$ cat config.mk
export PLATFORM = sky130hd
export DESIGN_NAME = attn_row_scheduler
export DESIGN_NICKNAME = d
export VERILOG_FILES = /design/src/rtl/attn_row_scheduler.sv
export SDC_FILE = /design/constraint.sdc
export NUM_CORES = 1
export LEC_CHECK = 0
export BUFFER_PORTS_ARGS = -buffer_cell sky130_fd_sc_hd__buf_2
export CAP_MARGIN = 40
export CORE_UTILIZATION = 40
export CTS_CLUSTER_DIAMETER = 100
export DETAILED_ROUTE_END_ITERATION = 12
export PLACE_DENSITY = 0.63
export REMOVE_ABC_BUFFERS = 1
export SLEW_MARGIN = 20
export SYNTH_ARGS = -nofsm -noshare
export SYNTH_HDL_FRONTEND = slang
export SYNTH_SLANG_ARGS = --single-unit
$ cat constraint.sdc
create_clock -name clk -period 3.3 [get_ports clk]
set_clock_uncertainty 0.15 [all_clocks]
set_input_delay 0.66 -clock clk [delete_from_list [all_inputs] [get_ports clk]]
set_output_delay 0.66 -clock clk [all_outputs]
set_load 0.03 [all_outputs]
$ cat src/rtl/attn_row_scheduler.sv
// attn_row_scheduler: buffers one query and NUM_KEYS key vectors from a byte
// stream, feeds interleaved q/k byte pairs to the attention engine one key at
// a time, and streams each returned exp() score downstream with a running sum.
module attn_row_scheduler #(
  parameter int NUM_KEYS = 4,
  parameter int SUM_W    = 9 + $clog2(NUM_KEYS)
) (
  input  logic             clk,
  input  logic             rst_n,
  input  logic [7:0]       in_data,
  input  logic             in_vld,
  output logic             in_rdy,
  output logic [7:0]       eng_data,
  output logic             eng_vld,
  input  logic             eng_rdy,
  input  logic [8:0]       eng_res,
  input  logic             eng_res_vld,
  output logic             eng_res_rdy,
  output logic [8:0]       out_score,
  output logic [SUM_W-1:0] out_sum,
  output logic             out_last,
  output logic             out_vld,
  input  logic             out_rdy,
  output logic             busy
);

  localparam int NBYTES = 4 + 4 * NUM_KEYS;
  localparam int LW     = $clog2(NBYTES);
  localparam int JW     = (NUM_KEYS > 1) ? $clog2(NUM_KEYS) : 1;

  typedef enum logic [2:0] {
    S_IDLE,
    S_LOAD,
    S_ISSUE,
    S_WAIT_RES,
    S_EMIT
  } state_t;

  state_t state_reg, state_next;

  // Flat buffer in load order: query bytes at 0..3, key j byte p at 4+4j+p.
  logic [7:0]       buf_mem [NBYTES];
  logic [LW-1:0]    load_idx_reg;
  logic [LW-1:0]    wr_addr;
  logic [LW-1:0]    rd_addr;
  logic [JW-1:0]    j_reg;
  logic [2:0]       b_reg;
  logic [2:0]       b_inc;
  logic [7:0]       eng_data_reg;
  logic [8:0]       score_reg;
  logic [SUM_W-1:0] sum_reg;
  logic             last_reg;
  logic             in_xfer;
  logic             eng_xfer;
  logic             load_done;
  logic             key_last;

  // Handshakes decode purely from state so no input reaches an output combinationally.
  assign in_rdy      = (state_reg == S_IDLE) || (state_reg == S_LOAD);
  assign eng_vld     = (state_reg == S_ISSUE);
  assign eng_res_rdy = (state_reg == S_WAIT_RES);
  assign out_vld     = (state_reg == S_EMIT);
  assign busy        = (state_reg != S_IDLE);

  assign eng_data  = eng_data_reg;
  assign out_score = score_reg;
  assign out_sum   = sum_reg;
  assign out_last  = last_reg;

  assign in_xfer   = in_vld && in_rdy;
  assign eng_xfer  = eng_vld && eng_rdy;
  assign load_done = (state_reg == S_LOAD) && (load_idx_reg == LW'(NBYTES - 1));
  assign key_last  = (j_reg == JW'(NUM_KEYS - 1));
  assign wr_addr   = (state_reg == S_IDLE) ? '0 : load_idx_reg;

  // Address of the byte that follows the current one: even slots are query
  // bytes, odd slots are bytes of the current key.
  assign b_inc   = b_reg + 3'd1;
  assign rd_addr = b_inc[0] ? LW'(4 + 4 * int'(j_reg) + int'(b_inc[2:1]))
                            : LW'(b_inc[2:1]);

  // State register.
  always_ff @(posedge clk or negedge rst_n) begin
    if (!rst_n) begin
      state_reg <= S_IDLE;
    end else begin
      state_reg <= state_next;
    end
  end

  // Next-state logic.
  always_comb begin
    state_next = state_reg;
    case (state_reg)
      S_IDLE:     if (in_xfer) state_next = S_LOAD;
      S_LOAD:     if (in_xfer && load_done) state_next = S_ISSUE;
      S_ISSUE:    if (eng_xfer && (b_reg == 3'd7)) state_next = S_WAIT_RES;
      S_WAIT_RES: if (eng_res_vld) state_next = S_EMIT;
      S_EMIT:     if (out_rdy) state_next = last_reg ? S_IDLE : S_ISSUE;
      default:    state_next = S_IDLE;
    endcase
  end

  // Counters, prefetched engine byte and downstream result registers.
  always_ff @(posedge clk or negedge rst_n) begin
    if (!rst_n) begin
      load_idx_reg <= '0;
      j_reg        <= '0;
      b_reg        <= '0;
      eng_data_reg <= '0;
      score_reg    <= '0;
      sum_reg      <= '0;
      last_reg     <= 1'b0;
    end else begin
      case (state_reg)
        S_IDLE: begin
          if (in_xfer) begin
            load_idx_reg <= LW'(1);
            sum_reg      <= '0;
            j_reg        <= '0;
          end
        end
        S_LOAD: begin
          if (in_xfer) begin
            load_idx_reg <= load_idx_reg + LW'(1);
            if (load_done) begin
              b_reg        <= 3'd0;
              eng_data_reg <= buf_mem[0];
            end
          end
        end
        S_ISSUE: begin
          if (eng_xfer) begin
            b_reg <= b_inc;
            if (b_reg != 3'd7) eng_data_reg <= buf_mem[rd_addr];
          end
        end
        S_WAIT_RES: begin
          if (eng_res_vld) begin
            score_reg <= eng_res;
            sum_reg   <= sum_reg + SUM_W'(eng_res);
            last_reg  <= key_last;
          end
        end
        S_EMIT: begin
          if (out_rdy && !last_reg) begin
            j_reg        <= j_reg + JW'(1);
            b_reg        <= 3'd0;
            eng_data_reg <= buf_mem[0];
          end
        end
        default: ;
      endcase
    end
  end

  // Byte buffer write; contents need no reset.
  always_ff @(posedge clk) begin
    if (in_xfer) buf_mem[wr_addr] <= in_data;
  end

endmodule

### Word-level counts from Yosys, hierarchy flattened

Memories as Yosys holds them, arrays and structs flattened.
Index checks and enable logic that the tools add are counted.

| storage, ports and cells | value |
|---|---|
| memory bits (writable) | 160 |
| input bits | 23 |
| memories | 1 |
| output and inout bits | 34 |
| register bits | 42 |
| word-level logic and storage cells | 85 |

| cells by class | value |
|---|---|
| reduce and logical (&&, ||, !) cells | 21 |
| muxes and demuxes | 31 |
| $add $sub $neg | 6 |
| equal/unequal tests | 18 |

Memory list:

| name | words | width | rd ports | clocked after Yosys merged registers in | wr ports | line | text |
|---|---|---|---|---|---|---|---|
| buf_mem | 20 | 8 | 2 | 0 | 1 | 42 | `logic [7:0] buf_mem [NBYTES];` |

Operators by type and width:

| cell | number |
|---|---|
| 8-bit 2-to-1 mux | 5 |
| 3-bit 2-to-1 mux | 9 |
| 8-bit one-hot mux with 3 select lines | 1 |
| 11-bit 2-to-1 mux | 2 |
| 11-bit one-hot mux with 2 select lines | 1 |
| 5-bit 2-to-1 mux | 4 |
| 3-bit one-hot mux with 5 select lines | 1 |
| 2-bit by 1-bit inequality test with 1-bit output (second input constant) | 6 |
| 11-bit by 9-bit adder with 11-bit output | 1 |
| 5-bit one-hot mux with 2 select lines | 1 |
| 5-bit AND reduction | 2 |
| 3-bit one-hot mux with 3 select lines | 1 |
| 3-bit AND reduction | 3 |
| 2-bit inequality test (second input constant) | 4 |
| 3-bit by 2-bit equality test with 1-bit output (second input constant) | 2 |
| 3-bit equality test (second input constant) | 2 |
| 1-bit logical AND | 6 |
| 2-bit 2-to-1 mux | 3 |
| 6-bit AND reduction | 1 |
| 2-bit nonzero test | 3 |
| 3-bit nonzero test | 2 |
| 3-bit by 4-bit adder with 5-bit output (first input constant) | 1 |
| 5-bit by 1-bit adder with 5-bit output (second input constant) | 1 |
| 5-bit by 2-bit adder with 5-bit output | 1 |
| 12 further kinds | 13 |

### Depth between registers and ports, before layout

Gate-level depths: netlist (run 1).
An unclocked memory read counts as a cell.

| logic depth | value |
|---|---|
| depth after elaboration | 7 |
| gate-level depth with buffers | 9 |
| mapped depth without buffers | 7 |

### Worst setup path after synthesis (run 1)

OpenSTA, ideal clock, no wires.

| timing path | value |
|---|---|
| kind | reg2reg |
| start | register state_reg[1] |
| end | memory buf_mem[16][0] (enable) |
| slack | 0.506 ns |
| stages on the path, launching flop included | 7 |
| arrival | 2.261 ns |
| required time | 2.767 ns |
| clock period less this slack | 2.794 ns |
| buffers on the path | 2 |
| library setup time | 0.383 ns |
| path through | dfrtp_1 buf_2 nor2_1 and2_1 clkbuf_1 nand2_1 nor3_1 |

| on the way | value |
|---|---|
| longest elaborated chain between the ends | 5 |
| elaborated cells on any way between the ends | 7 |
| those cells by class | eq/ne: 1; mux: 3; reduce/logical: 3 |

Ends and longest elaborated chain:

| element | line | text |
|---|---|---|
| start: declaration | 39 | `state_t state_reg, state_next;` |
| start signal: assignment | 87 | `state_reg <= state_next;` |
| 3-bit by 1-bit equality test with 1-bit output / 3-bit logical NOT (equally long branches) | 59 | `assign in_rdy = (state_reg == S_IDLE) \|\| (state_reg == S_LOAD);` |
| 1-bit logical OR * | 59 |  |
| via in_rdy | 12 | `output logic in_rdy,` |
| 1-bit logical AND * | 70 | `assign in_xfer = in_vld && in_rdy;` |
| 1-bit 2-to-1 mux * | 159 | `if (in_xfer) buf_mem[wr_addr] <= in_data;` |
| 1-bit 2-to-1 mux (not written as such) * | 159 |  |
| end: declaration | 42 |  |

The timed path passes the listed nets; every way through them passes the cells marked *.

### Worst setup path after layout (run 1)

| timing path | value |
|---|---|
| start | register state_reg[1] |
| end | output busy |

| on the way | value |
|---|---|
| longest elaborated chain between the ends | 1 |

Ends and longest elaborated chain:

| element | line | text |
|---|---|---|
| 3-bit nonzero test | 63 | `assign busy = (state_reg != S_IDLE);` |
| end: declaration | 24 | `output logic busy` |

Every way passes these cells.

==> results of run 1 <==
==> logic make-up (layout without fill, tap and decap cells) <==
| group | count (synthesis) | in the layout | synth area share |
|---|---|---|---|
| AO/OA/AOI/OAI | 103 | 103 | 0.0854 |
| XOR/XNOR | 5 | 5 | 0.00502 |
| adder cells (fa/ha/maj) | 14 | 14 | 0.0209 |
| buffers and inverters | 36 | 117 | 0.0191 |
| flip-flops | 202 | 202 | 0.671 |
| multiplexers | 59 | 59 | 0.0937 |
| AND/OR/NAND/NOR | 188 | 188 | 0.105 |
==> synth_stat cells (5+ instances only) <==
| cell | instances | share of area |
|---|---|---|
| sky130_fd_sc_hd__a211oi_1 | 30 | 0.026 |
| sky130_fd_sc_hd__a21oi_1 | 8 | 0.0046 |
| sky130_fd_sc_hd__a22o_1 | 13 | 0.013 |
| sky130_fd_sc_hd__a31oi_1 | 7 | 0.0050 |
| sky130_fd_sc_hd__buf_2 | 10 | 0.0057 |
| sky130_fd_sc_hd__clkbuf_1 | 20 | 0.0086 |
| sky130_fd_sc_hd__dfrtp_1 | 42 | 0.12 |
| sky130_fd_sc_hd__edfxtp_1 | 160 | 0.55 |
| sky130_fd_sc_hd__ha_1 | 13 | 0.019 |
| sky130_fd_sc_hd__mux2i_1 | 39 | 0.045 |
| sky130_fd_sc_hd__mux4_2 | 18 | 0.046 |
| sky130_fd_sc_hd__nand2_1 | 68 | 0.029 |
| sky130_fd_sc_hd__nand3_1 | 19 | 0.011 |
| sky130_fd_sc_hd__nor2_1 | 38 | 0.016 |
| sky130_fd_sc_hd__nor2b_1 | 17 | 0.012 |
| sky130_fd_sc_hd__nor3_1 | 6 | 0.0034 |
| sky130_fd_sc_hd__o21a_1 | 6 | 0.0052 |
| sky130_fd_sc_hd__o21ai_0 | 14 | 0.0080 |
| sky130_fd_sc_hd__o22ai_1 | 8 | 0.0057 |
| sky130_fd_sc_hd__or2_2 | 8 | 0.0057 |
| sky130_fd_sc_hd__xor2_1 | 5 | 0.0050 |
==> how the worst max path moves through the flow <==
stage / startpoint / to
after CTS: state_reg[1] / busy
after global placement: eng_res[0] / out_sum[10]
after detailed placement: eng_res[0] / out_sum[10]
final: state_reg[1] / busy
after global routing: state_reg[1] / busy
after floorplan: b_reg[0] / eng_data[0]
==> placed cells by master, fill, tap and decap left out, drive strengths merged, types with 13 or more instances in the layout <==
| cell type | Yosys | final |
|---|---|---|
| a211oi | 30 | 30 |
| a22o | 14 | 14 |
| buf | 13 | 76 |
| clkbuf | 20 | 25 |
| dfrtp | 42 | 42 |
| edfxtp | 160 | 160 |
| ha | 13 | 13 |
| mux2i | 39 | 39 |
| mux4 | 18 | 18 |
| nand2 | 68 | 68 |
| nand3 | 19 | 19 |
| nor2 | 38 | 38 |
| nor2b | 17 | 17 |
| o21ai | 14 | 14 |
==> report_power, final <==
part / leakage, nW / internal [mW] / total [mW] / switching (mW)
clock network: 0.348 / 1.56 / 2.52 / 0.954
registers: 1.98 / 3.05 / 3.29 / 0.235
logic: 1.35 / 0.779 / 2.09 / 1.31
total: 3.68 / 5.39 / 7.89 / 2.50
==> worst register-to-register path, delay by kind of cell (launching register included) <==
family	cells	cell delay (ps)
simple gates	5	1720
flops	1	500
==> through the flow <==
stage	cells	util	setup TNS, ps	power (mW)
after global routing	963	0.477	0	8.23
after global placement	924	0.441	0	5.34
after floorplan	574	-	-3650	4.70
after CTS	963	0.477	0	7.93
after detailed placement	925	0.442	0	5.42
final	963	0.477	0	7.89
==> layout make-up <==
type	instances	area (um^2)	share of cell area
Inverter	3	11.3	0.00111
Timing Repair Buffer	77	465	0.0460
Multi-Input combinational cell	369	2720	0.269
Tap cell	275	344	0.0340
Clock buffer	25	541	0.0534
Clock inverter	12	191	0.0189
Sequential cell	202	5860	0.578
==> timing repair <==
item                       in CTS  in global routing
setup endpoints to repair       0                  0
hold buffers                    1                  0
resized for setup               0                  0
hold endpoints to repair       11                  0
==> per-layer routing <==
metal	vias to the layer above	wire, um	part of all wire	global-route usage
li1	2462	-	-	-
met1	2637	8840	0.45	0.247
met2	183	9070	0.46	0.284
met3	36	1110	0.057	0.0311
met4	0	537	0.027	0.0535
met5	-	0	0	0
==> qor.json, run 1 <==
{
  "worst-r2r-setup-slack_ps": 560,
  "h_tree_levels": 1,
  "core_area_um2": 21200,
  "power-per-cell-area_nw_per_um2": 779,
  "finalHoldWorstSlack_ps": 227,
  "die_span_y_um": 150,
  "grt_start_max_net_pins": 36,
  "clk_pin_slew_ps": 60,
  "hold_viol_final": 0,
  "timing.final.max_slew_violations": 0,
  "dr.pass1.iters": 5,
  "synth.yosys.seq_area_share": 0.671,
  "worst_hold_startpoint": "eng_res[3]",
  "worstPathArrival_ps": 1930,
  "p_leak_nw": 3.68,
  "peak_per_stage_delay_on_the_critical_path_ps": 570,
  "path_depth": 3,
  "whs_endpoint": "out_score[3]",
  "die_area_um2": 22400,
  "gr_usage_total": 0.178,
  "r2r-end": "buf_mem[5][7]",
  "postSynthAreaPerCell_um2": 14.4,
  "max_reg_flops": 160,
  "final_critical_path_setup_slack_ps": 556,
  "final_layout_size_suffix_gt1_frac": 0.211,
  "status": "finished, final reports clean",
  "detailedRoute.firstIterationViolations": 330,
  "max-slew-margin-rel": 0.505,
  "drc_errors": 0,
  "cts.sinks": 202,
  "synth.cell_area_um2": 8730,
  "antenna_found_initial": 0,
  "cts_made_buffers": 21,
  "setup.worst_path.end_class": "output port",
  "wire_length_of_the_first_global_routing_pass_mm": 29.9,
  "synth_edf_count": 160,
  "clock_tree.buffer_depth": 3,
  "finalNetCount": 711,
  "finalWirelength_mm": 19.6,
  "initial_utilization": 0.411,
  "io-pin-count": 57,
  "start_of_the_worst_register_to_register_path": "state_reg[1]",
  "max_flop_register": "buf_mem",
  "syn-instance-count": 607,
  "ir_drop_mv": 0.440,
  "buf_inv_stages_crit_path": 2,
  "pre_cts_setup_slack_ps": 562,
  "dpl-instance-area_um2": 9390,
  "wire_per_inst_um": 20.3,
  "post-route-cell-area_um2": 10100,
  "ys_types": 54,
  "fin_crit_sh": 0.831,
  "achievable-frequency_mhz": 364,
  "setup_repair_after_global_routing_missed_its_margin": "false",
  "critical_setup_path_kind": "reg -> out",
  "required_ps": 2490,
  "critical_path.cell_chain": "nor3_1 -> inv_1 -> buf_2",
  "yosys_most_used_dff": "sky130_fd_sc_hd__edfxtp_1",
  "cts_root_buf": "sky130_fd_sc_hd__clkbuf_16",
  "ys.warnings.count": 0,
  "post-route-min-period_ps": 2740,
  "holdPathStages": 3,
  "critical-path-top-delay-family": "simple AND/OR/NAND/NOR gates",
  "antenna_cells": 0,
  "worst-r2r-cell-count": 5,
  "vias": 5318,
  "drv.max_cap_violation_count": 0,
  "worst-path-max-fanout": 13,
  "report.final.setup_viol": 0,
  "overflow": 0,
  "ant_nets": 0,
  "post_cts_setup_inserts": 0,
  "worstSkewPairLatency_ps": 500,
  "io_buffers": 56,
  "tritoncts": "built",
  "vias_per_cell": 5.52,
  "worstMarginPinSlew_ps": 740,
  "synthToLayoutAreaGrowth_pct": 16.0,
  "die_width_um": 150,
  "timing.critical_path.from_type": "flip-flop",
  "min-delay-path-class": "in -> reg",
  "core.rowCount": 53,
  "dp_hpwl_mm": 13.4,
  "synthArstFlopShare": 0.208,
  "first_global_vias": 5251,
  "critical-path-slowest-cell": "sky130_fd_sc_hd__nor3_1",
  "final.fill_count": 1852,
  "synth-seq-cells": 202,
  "gp_congestion": 0.821
}
No activity file was read; power rests on OpenSTA's default activity.
==> run 2: changes to the inputs <==
Settings changed: ABC_AREA set to 1, PLACE_DENSITY 0.63 to 0.62.
Clock period 3.3 ns to 2.6 ns, I/O delays scaled along.
==> qor.json, run 2 <==
{
  "required": {"value": 1930, "unit": "ps", "change": "was 2490 ps"},
  "yosys_most_used_dff": {"value": "sky130_fd_sc_hd__edfxtp_1", "change": "unchanged"},
  "critical-path-slowest-cell": {"value": "sky130_fd_sc_hd__dfrtp_1", "change": "was sky130_fd_sc_hd__nor3_1"},
  "wire_per_inst": {"value": 16.2, "unit": "um", "change": "was 20.3 um"},
  "clock_tree.buffer_depth": {"value": 3, "change": "unchanged"},
  "worstMarginPinSlew": {"value": 752, "unit": "ps", "change": "was 740 ps"},
  "max_flop_register": {"value": "buf_mem", "change": "unchanged"},
  "synthMostInstantiatedCell": {"value": "sky130_fd_sc_hd__nand2_1", "change": "was sky130_fd_sc_hd__edfxtp_1"},
  "cell_types_with_the_highest_counts_after_synthesis": {"value": "sky130_fd_sc_hd__nand2_1 (275), sky130_fd_sc_hd__edfxtp_1 (160), sky130_fd_sc_hd__inv_1 (112)", "change": "was sky130_fd_sc_hd__edfxtp_1 (160), sky130_fd_sc_hd__nand2_1 (68), sky130_fd_sc_hd__dfrtp_1 (42)"},
  "synth.area.top_cells": {"value": "sky130_fd_sc_hd__edfxtp_1 (52%), sky130_fd_sc_hd__dfrtp_1 (11%), sky130_fd_sc_hd__nand2_1 (11%), sky130_fd_sc_hd__nand3_1 (5.5%), sky130_fd_sc_hd__inv_1 (4.5%)", "change": "was sky130_fd_sc_hd__edfxtp_1 (55%), sky130_fd_sc_hd__dfrtp_1 (12%), sky130_fd_sc_hd__mux4_2 (4.6%), sky130_fd_sc_hd__mux2i_1 (4.5%), sky130_fd_sc_hd__nand2_1 (2.9%)"},
  "power-per-cell-area": {"value": 1170, "unit": "nW/um^2", "change": "was 779 nW/um^2"},
  "worst-r2r-cell-count": {"value": 6, "change": "was 5"},
  "antenna_found_initial": {"value": 0, "change": "unchanged"},
  "die_span_y": {"value": 154, "unit": "um", "change": "was 150 um"},
  "synth.cell_area": {"value": 9260, "unit": "um^2", "change": "was 8730 um^2"},
  "drc_errors": {"value": 0, "change": "unchanged"},
  "syn-instance-count": {"value": 952, "change": "was 607"},
  "tritoncts": {"value": "built", "change": "unchanged"},
  "ant_nets": {"value": 0, "change": "unchanged"},
  "core_area": {"value": 22600, "unit": "um^2", "change": "was 21200 um^2"},
  "status": {"value": "finished, final reports clean", "change": "unchanged"},
  "io_buffers": {"value": 56, "change": "unchanged"},
  "peak_per_stage_delay_on_the_critical_path": {"value": 400, "unit": "ps", "change": "was 570 ps"},
  "worst-path-max-fanout": {"value": 20, "change": "was 13"},
  "grt_start_max_net_pins": {"value": 49, "change": "was 36"},
  "hold_viol_final": {"value": 0, "change": "unchanged"},
  "critical_setup_path_kind": {"value": "reg -> out", "change": "unchanged"},
  "synth_edf_count": {"value": 160, "change": "unchanged"},
  "cts_made_buffers": {"value": 23, "change": "was 21"},
  "io-pin-count": {"value": 57, "change": "unchanged"},
  "layout_common_cells": {"value": "sky130_fd_sc_hd__nand2_1 (275), sky130_fd_sc_hd__edfxtp_1 (160), sky130_fd_sc_hd__inv_1 (112)", "change": "was sky130_fd_sc_hd__edfxtp_1 (160), sky130_fd_sc_hd__nand2_1 (68), sky130_fd_sc_hd__buf_2 (56)"},
  "gr_usage_total": {"value": 0.187, "change": "was 0.178"},
  "dr.pass1.iters": {"value": 5, "change": "unchanged"},
  "holdPathStages": {"value": 3, "change": "unchanged"},
  "timing.critical_path.from_type": {"value": "flip-flop", "change": "unchanged"},
  "first_global_vias": {"value": 6364, "change": "was 5251"},
  "synth_largest_area_cell": {"value": "sky130_fd_sc_hd__edfxtp_1", "change": "unchanged"},
  "vias_per_cell": {"value": 4.97, "change": "was 5.52"},
  "cts_root_buf": {"value": "sky130_fd_sc_hd__clkbuf_16", "change": "unchanged"},
  "finish.utilization": {"value": 0.474, "change": "was 0.477"},
  "report.final.setup_viol": {"value": 0, "change": "unchanged"},
  "path_depth": {"value": 5, "change": "was 3"},
  "critical-path-top-delay-family": {"value": "buffers and inverters", "change": "was simple AND/OR/NAND/NOR gates"},
  "ys.warnings.count": {"value": 0, "change": "unchanged"},
  "initial_utilization": {"value": 0.409, "change": "was 0.411"},
  "gp_congestion": {"value": 0.876, "change": "was 0.821"},
  "finalWirelength": {"value": 21.6, "unit": "mm", "change": "was 19.6 mm"},
  "h_tree_levels": {"value": 1, "change": "unchanged"},
  "critical_path.cell_chain": {"value": "buf_4 -> nor2_1 -> nand2_2 -> inv_4 -> buf_2", "change": "was nor3_1 -> inv_1 -> buf_2"},
  "finalNetCount": {"value": 1070, "change": "was 711"},
  "ir_drop": {"value": 0.681, "unit": "mV", "change": "was 0.440 mV"},
  "worstSkewPairLatency": {"value": 510, "unit": "ps", "change": "was 500 ps"},
  "cts.sinks": {"value": 202, "change": "unchanged"},
  "detailedRoute.firstIterationViolations": {"value": 389, "change": "was 330"},
  "overflow": {"value": 0, "change": "unchanged"},
  "buf_inv_stages_crit_path": {"value": 3, "change": "was 2"},
  "core.rowCount": {"value": 55, "change": "was 53"},
  "max_reg_flops": {"value": 160, "change": "unchanged"},
  "setup.worst_path.end_class": {"value": "output port", "change": "unchanged"},
  "synth-seq-cells": {"value": 202, "change": "unchanged"},
  "worstPathArrival": {"value": 1760, "unit": "ps", "change": "was 1930 ps"},
  "antenna_cells": {"value": 0, "change": "unchanged"},
  "post-synth-top-area-fraction": {"value": 0.519, "change": "was 0.550"},
  "fin_crit_sh": 0.936,
  "drv.max_cap_violation_count": {"value": 0, "change": "unchanged"},
  "final.fill_count": {"value": 2091, "change": "was 1852"},
  "wire_length_of_the_first_global_routing_pass": {"value": 34.6, "unit": "mm", "change": "was 29.9 mm"},
  "achievable-frequency_mhz": 411,
  "dp_hpwl": {"value": 14.3, "unit": "mm", "change": "was 13.4 mm"},
  "post_cts_setup_inserts": {"value": 0, "change": "unchanged"},
  "post-route-min-period_ps": 2430,
  "max-slew-margin-rel": {"value": 0.497, "change": "was 0.505"},
  "postSynthAreaPerCell": {"value": 9.72, "unit": "um^2", "change": "was 14.4 um^2"},
  "die_area": {"value": 23800, "unit": "um^2", "change": "was 22400 um^2"},
  "clk_pin_slew": {"value": 60, "unit": "ps", "change": "about the same"},
  "synthToLayoutAreaGrowth": {"value": 15.9, "unit": "%", "change": "was 16.0%"},
  "ys_types": {"value": 37, "change": "was 54"},
  "mostFrequentLayoutCell": {"value": "sky130_fd_sc_hd__nand2_1", "change": "was sky130_fd_sc_hd__edfxtp_1"},
  "setup_repair_after_global_routing_missed_its_margin": {"value": "false", "change": "unchanged"},
  "die_width": {"value": 154, "unit": "um", "change": "was 150 um"},
  "finalHoldWorstSlack": {"value": 80.3, "unit": "ps", "change": "was 227 ps"},
  "timing.final.max_slew_violations": {"value": 0, "change": "unchanged"},
  "final_layout_size_suffix_gt1_frac": {"value": 0.140, "change": "was 0.211"},
  "vias": {"value": 6635, "change": "was 5318"},
  "synth.yosys.seq_area_share": {"value": 0.633, "change": "was 0.671"},
  "p_leak": {"value": 4.73, "unit": "nW", "change": "was 3.68 nW"},
  "min-delay-path-class": {"value": "in -> reg", "change": "unchanged"},
  "synthArstFlopShare": {"value": 0.208, "change": "unchanged"}
}
-- run 2: timing repair --
action / CTS / global route
hold endpoints to repair: 15 / 0
gates resized for setup: 0 / 2
setup endpoints to repair: 0 / 1
hold buffers: 1 / 0
-- run 2: routing by layer --
| metal | global-route usage | up-vias | part of all wire |
|---|---|---|---|
| met2 | 0.307 | 143 | 0.47 |
| li1 | - | 3302 | - |
| met4 | 0.0490 | 0 | 0.022 |
| met5 | 0 | - | 0 |
| met3 | 0.0276 | 38 | 0.041 |
| met1 | 0.261 | 3152 | 0.47 |
-- run 2: cells by family (layout without fill, tap and decap cells) --
logic type	after synthesis	in the layout	synth area share
adders and majority gates	14	14	0.0197
DFF	202	202	0.633
and+or+nand+nor	485	485	0.223
buffers and inverters	152	250	0.0676
AOI/OAI and AO/OA	99	99	0.0569
-- run 2: path summary, 6_finish.rpt --
path,from,endpoint,slack (ps)
max,state_reg[2],eng_vld,170
min,eng_res[4],out_score[4],80
max reg2reg,state_reg[0],buf_mem[12][6],330
min reg2reg,out_score[0],out_score[0],320
max in group asynchronous,rst_n,out_score[0],1390
min in group asynchronous,rst_n,out_last,330
-- run 2: metrics by stage --
stage / setup WS (ps) / std cells / power [mW] / cell area, um^2 / setup TNS (ps)
after floorplan: -1000 / 919 / 7.76 / 9080 / -8650
after global placement: 326 / 1292 / 9.60 / 10000 / 0
after detailed placement: 288 / 1292 / 9.68 / 10000 / 0
after CTS: 40.9 / 1335 / 12.6 / 10700 / 0
after global routing: 32.5 / 1335 / 13.4 / 10700 / 0
final: 165 / 1335 / 12.6 / 10700 / 0
-- run 2: power breakdown --
part | leakage (nW) | internal (mW) | switching [mW] | total, mW
Combinational | 2.42 | 1.70 | 3.75 | 5.45
Sequential | 1.97 | 3.90 | 0.249 | 4.15
Clock | 0.343 | 1.72 | 1.24 | 2.95
Total | 4.73 | 7.32 | 5.24 | 12.6
-- run 2: final cells by class --
| class | instances | area, um^2 | share of cell area |
|---|---|---|---|
| tap | 285 | 357 | 0.0332 |
| timing repair buffer | 89 | 593 | 0.0553 |
| clock buffer | 32 | 639 | 0.0596 |
| multi-input combinational | 598 | 2780 | 0.259 |
| clock inverter | 10 | 52.6 | 0.00490 |
| inverter | 119 | 450 | 0.0420 |
| sequential | 202 | 5860 | 0.546 |
-- run 2: worst min-delay path, cell delays in order --
cell	delay, ps
sky130_fd_sc_hd__buf_2	90
sky130_fd_sc_hd__nand2_1	50
sky130_fd_sc_hd__nand2_1	40
==> run 3: changes to the inputs <==
Settings changed: CTS_BUF_LIST set to sky130_fd_sc_hd__clkbuf_8 sky130_fd_sc_hd__clkbuf_16.
Clock period 2.6 ns to 2.55 ns, I/O delays scaled along.
==> qor.json, run 3 (same netlist as run 2, synthesis figures left out) <==
{
  "vias": {"value": 6613, "change": "was 6635"},
  "synthToLayoutAreaGrowth": {"value": 15.7, "unit": "%", "change": "was 15.9%"},
  "final_critical_path_setup_slack": {"value": 137, "unit": "ps", "change": "was 165 ps"},
  "gp_congestion": {"value": 0.836, "change": "was 0.876"},
  "dr.pass1.iters": {"value": 5, "change": "unchanged"},
  "wire_length_of_the_first_global_routing_pass": {"value": 34.8, "unit": "mm", "change": "was 34.6 mm"},
  "first_global_vias": {"value": 6247, "change": "was 6364"},
  "tritoncts": {"value": "built", "change": "unchanged"},
  "grt_use_met2": {"value": 0.302, "change": "was 0.307"},
  "finalNetCount": {"value": 1069, "change": "was 1070"},
  "initial_utilization": {"value": 0.409, "change": "unchanged"},
  "pre_cts_setup_slack": {"value": 270, "unit": "ps", "change": "was 288 ps"},
  "final_layout_size_suffix_gt1_frac": {"value": 0.138, "change": "was 0.140"},
  "final.fill_count": {"value": 2104, "change": "was 2091"},
  "status": {"value": "finished, final reports clean", "change": "unchanged"},
  "total_negative_slack": {"value": 0, "unit": "ps", "change": "unchanged"},
  "p_total": {"value": 12.8, "unit": "mW", "change": "was 12.6 mW"},
  "required": {"value": 1890, "unit": "ps", "change": "was 1930 ps"},
  "met1_usage": {"value": 0.268, "change": "was 0.261"},
  "vias_per_cell": {"value": 4.96, "change": "was 4.97"},
  "core_area": {"value": 22600, "unit": "um^2", "change": "unchanged"},
  "layout_common_cells": {"value": "sky130_fd_sc_hd__nand2_1 (275), sky130_fd_sc_hd__edfxtp_1 (160), sky130_fd_sc_hd__inv_1 (118)", "change": "was sky130_fd_sc_hd__nand2_1 (275), sky130_fd_sc_hd__edfxtp_1 (160), sky130_fd_sc_hd__inv_1 (112)"},
  "min-delay-path-class": {"value": "in -> reg", "change": "unchanged"},
  "ir_drop": {"value": 0.549, "unit": "mV", "change": "was 0.681 mV"},
  "wire_per_inst": {"value": 16.3, "unit": "um", "change": "was 16.2 um"},
  "h_tree_levels": {"value": 1, "change": "unchanged"},
  "worstPathArrival": {"value": 1750, "unit": "ps", "change": "was 1760 ps"},
  "report.final.setup_viol": {"value": 0, "change": "unchanged"},
  "overflow": {"value": 0, "change": "unchanged"},
  "clk_pin_slew": {"value": 50, "unit": "ps", "change": "was 60 ps"},
  "timing.final.max_slew_violations": {"value": 0, "change": "unchanged"},
  "grt_start_max_net_pins": {"value": 67, "change": "was 49"},
  "critical-path-slowest-cell": {"value": "sky130_fd_sc_hd__dfrtp_1", "change": "unchanged"},
  "post_cts_setup_inserts": {"value": 0, "change": "unchanged"},
  "cts.sinks": {"value": 202, "change": "unchanged"},
  "io_buffers": {"value": 56, "change": "unchanged"},
  "die_span_y": {"value": 154, "unit": "um", "change": "unchanged"},
  "gr_usage_total": {"value": 0.189, "change": "was 0.187"},
  "peak_per_stage_delay_on_the_critical_path": {"value": 400, "unit": "ps", "change": "about the same"},
  "die_area": {"value": 23800, "unit": "um^2", "change": "unchanged"},
  "worst-path-max-fanout": {"value": 20, "change": "unchanged"},
  "multi_input_area": {"value": 2780, "unit": "um^2", "change": "unchanged"},
  "p_leak": {"value": 4.75, "unit": "nW", "change": "was 4.73 nW"},
  "power-per-cell-area": {"value": 1190, "unit": "nW/um^2", "change": "was 1170 nW/um^2"},
  "sequential_cell_area": {"value": 5860, "unit": "um^2", "change": "unchanged"},
  "post-route-min-period_ps": 2410,
  "cts_root_buf": {"value": "sky130_fd_sc_hd__clkbuf_16", "change": "unchanged"},
  "dp_hpwl": {"value": 14.0, "unit": "mm", "change": "was 14.3 mm"},
  "hold_viol_final": {"value": 0, "change": "unchanged"},
  "antenna_found_initial": {"value": 0, "change": "unchanged"},
  "finalWirelength": {"value": 21.7, "unit": "mm", "change": "was 21.6 mm"},
  "achievable-frequency_mhz": 414,
  "fin_crit_sh": 0.946,
  "drv.max_cap_violation_count": {"value": 0, "change": "unchanged"},
  "worstMarginPinSlew": {"value": 662, "unit": "ps", "change": "was 752 ps"},
  "setup_repair_after_global_routing_missed_its_margin": {"value": "false", "change": "unchanged"},
  "die_width": {"value": 154, "unit": "um", "change": "unchanged"},
  "critical_setup_path_kind": {"value": "reg -> out", "change": "unchanged"},
  "cts_made_buffers": {"value": 23, "change": "unchanged"},
  "clock_tree.buffer_depth": {"value": 3, "change": "unchanged"},
  "max_flop_register": {"value": "buf_mem", "change": "unchanged"},
  "setup.worst_path.end_class": {"value": "output port", "change": "unchanged"},
  "io-pin-count": {"value": 57, "change": "unchanged"},
  "ant_nets": {"value": 0, "change": "unchanged"},
  "critical_path.cell_chain": {"value": "buf_4 -> nor2_1 -> nand2_2 -> inv_4 -> buf_2", "change": "unchanged"},
  "max-slew-margin-rel": {"value": 0.557, "change": "was 0.497"},
  "core.rowCount": {"value": 55, "change": "unchanged"},
  "max_reg_flops": {"value": 160, "change": "unchanged"},
  "antenna_cells": {"value": 0, "change": "unchanged"},
  "timing.critical_path.from_type": {"value": "flip-flop", "change": "unchanged"},
  "detailedRoute.firstIterationViolations": {"value": 417, "change": "was 389"},
  "drc_errors": {"value": 0, "change": "unchanged"},
  "groute.layer.met3.usage": {"value": 0.0268, "change": "was 0.0276"},
  "mostFrequentLayoutCell": {"value": "sky130_fd_sc_hd__nand2_1", "change": "unchanged"},
  "grt_most_used_layer": {"value": "met2", "change": "unchanged"},
  "worstSkewPairLatency": {"value": 500, "unit": "ps", "change": "was 510 ps"}
}
run 3: power breakdown:
part	switching (mW)	internal [mW]	leakage, nW
Clock	1.27	1.79	0.370
Combinational	3.81	1.70	2.41
Sequential	0.255	3.98	1.97
Total	5.33	7.47	4.75
run 3: area by class of cell:
cell class / count / area share
Sequential cell: 202 / 0.547
Multi-Input combinational cell: 598 / 0.259
Clock buffer: 25 / 0.0563
Timing Repair Buffer: 88 / 0.0535
Inverter: 119 / 0.0420
Tap cell: 285 / 0.0333
Clock inverter: 16 / 0.00899
run 3: per-layer routing:
metal | part of all wire | wire, um | vias up
met4 | 0.019 | 422 | 0
li1 | - | - | 3309
met2 | 0.46 | 9950 | 151
met1 | 0.47 | 10300 | 3120
met3 | 0.048 | 1050 | 33
met5 | 0 | 0 | -
run 3: what timing repair did:
item                       in CTS  in global routing
setup endpoints to repair       1                  0
hold buffers                    1                  0
hold endpoints to repair       13                  0
resized for setup               1                  0
run 3: critical path: cells and delay by family (launching register included):
family	cells	cell delay, ps
buffers and inverters	3	590
and+or+nand+nor	2	270
DFF	1	400
run 3: final timing paths:
path	to	depth (start not counted)	slack, ps	from
worst max-delay path	eng_vld	5	140	state_reg[2]
worst min-delay path	out_score[6]	3	80	eng_res[6]
worst max register to register	buf_mem[12][1]	8	290	state_reg[1]
worst min register to register	out_score[4]	2	320	out_score[4]
max in group asynchronous	out_sum[6]	3	1260	rst_n
min in group asynchronous	eng_data[5]	2	290	rst_n
run 3: through the flow:
stage	util	std cells	hold WS, ps	area [um^2]
5_1_grt	0.473	1333	69.6	10700
6_report	0.473	1333	79.2	10700
4_1_cts	0.473	1333	62.6	10700
2_1_floorplan	-	919	64.4	9080
3_3_place_gp	0.442	1291	283	10000
3_5_place_dp	0.442	1291	282	10000
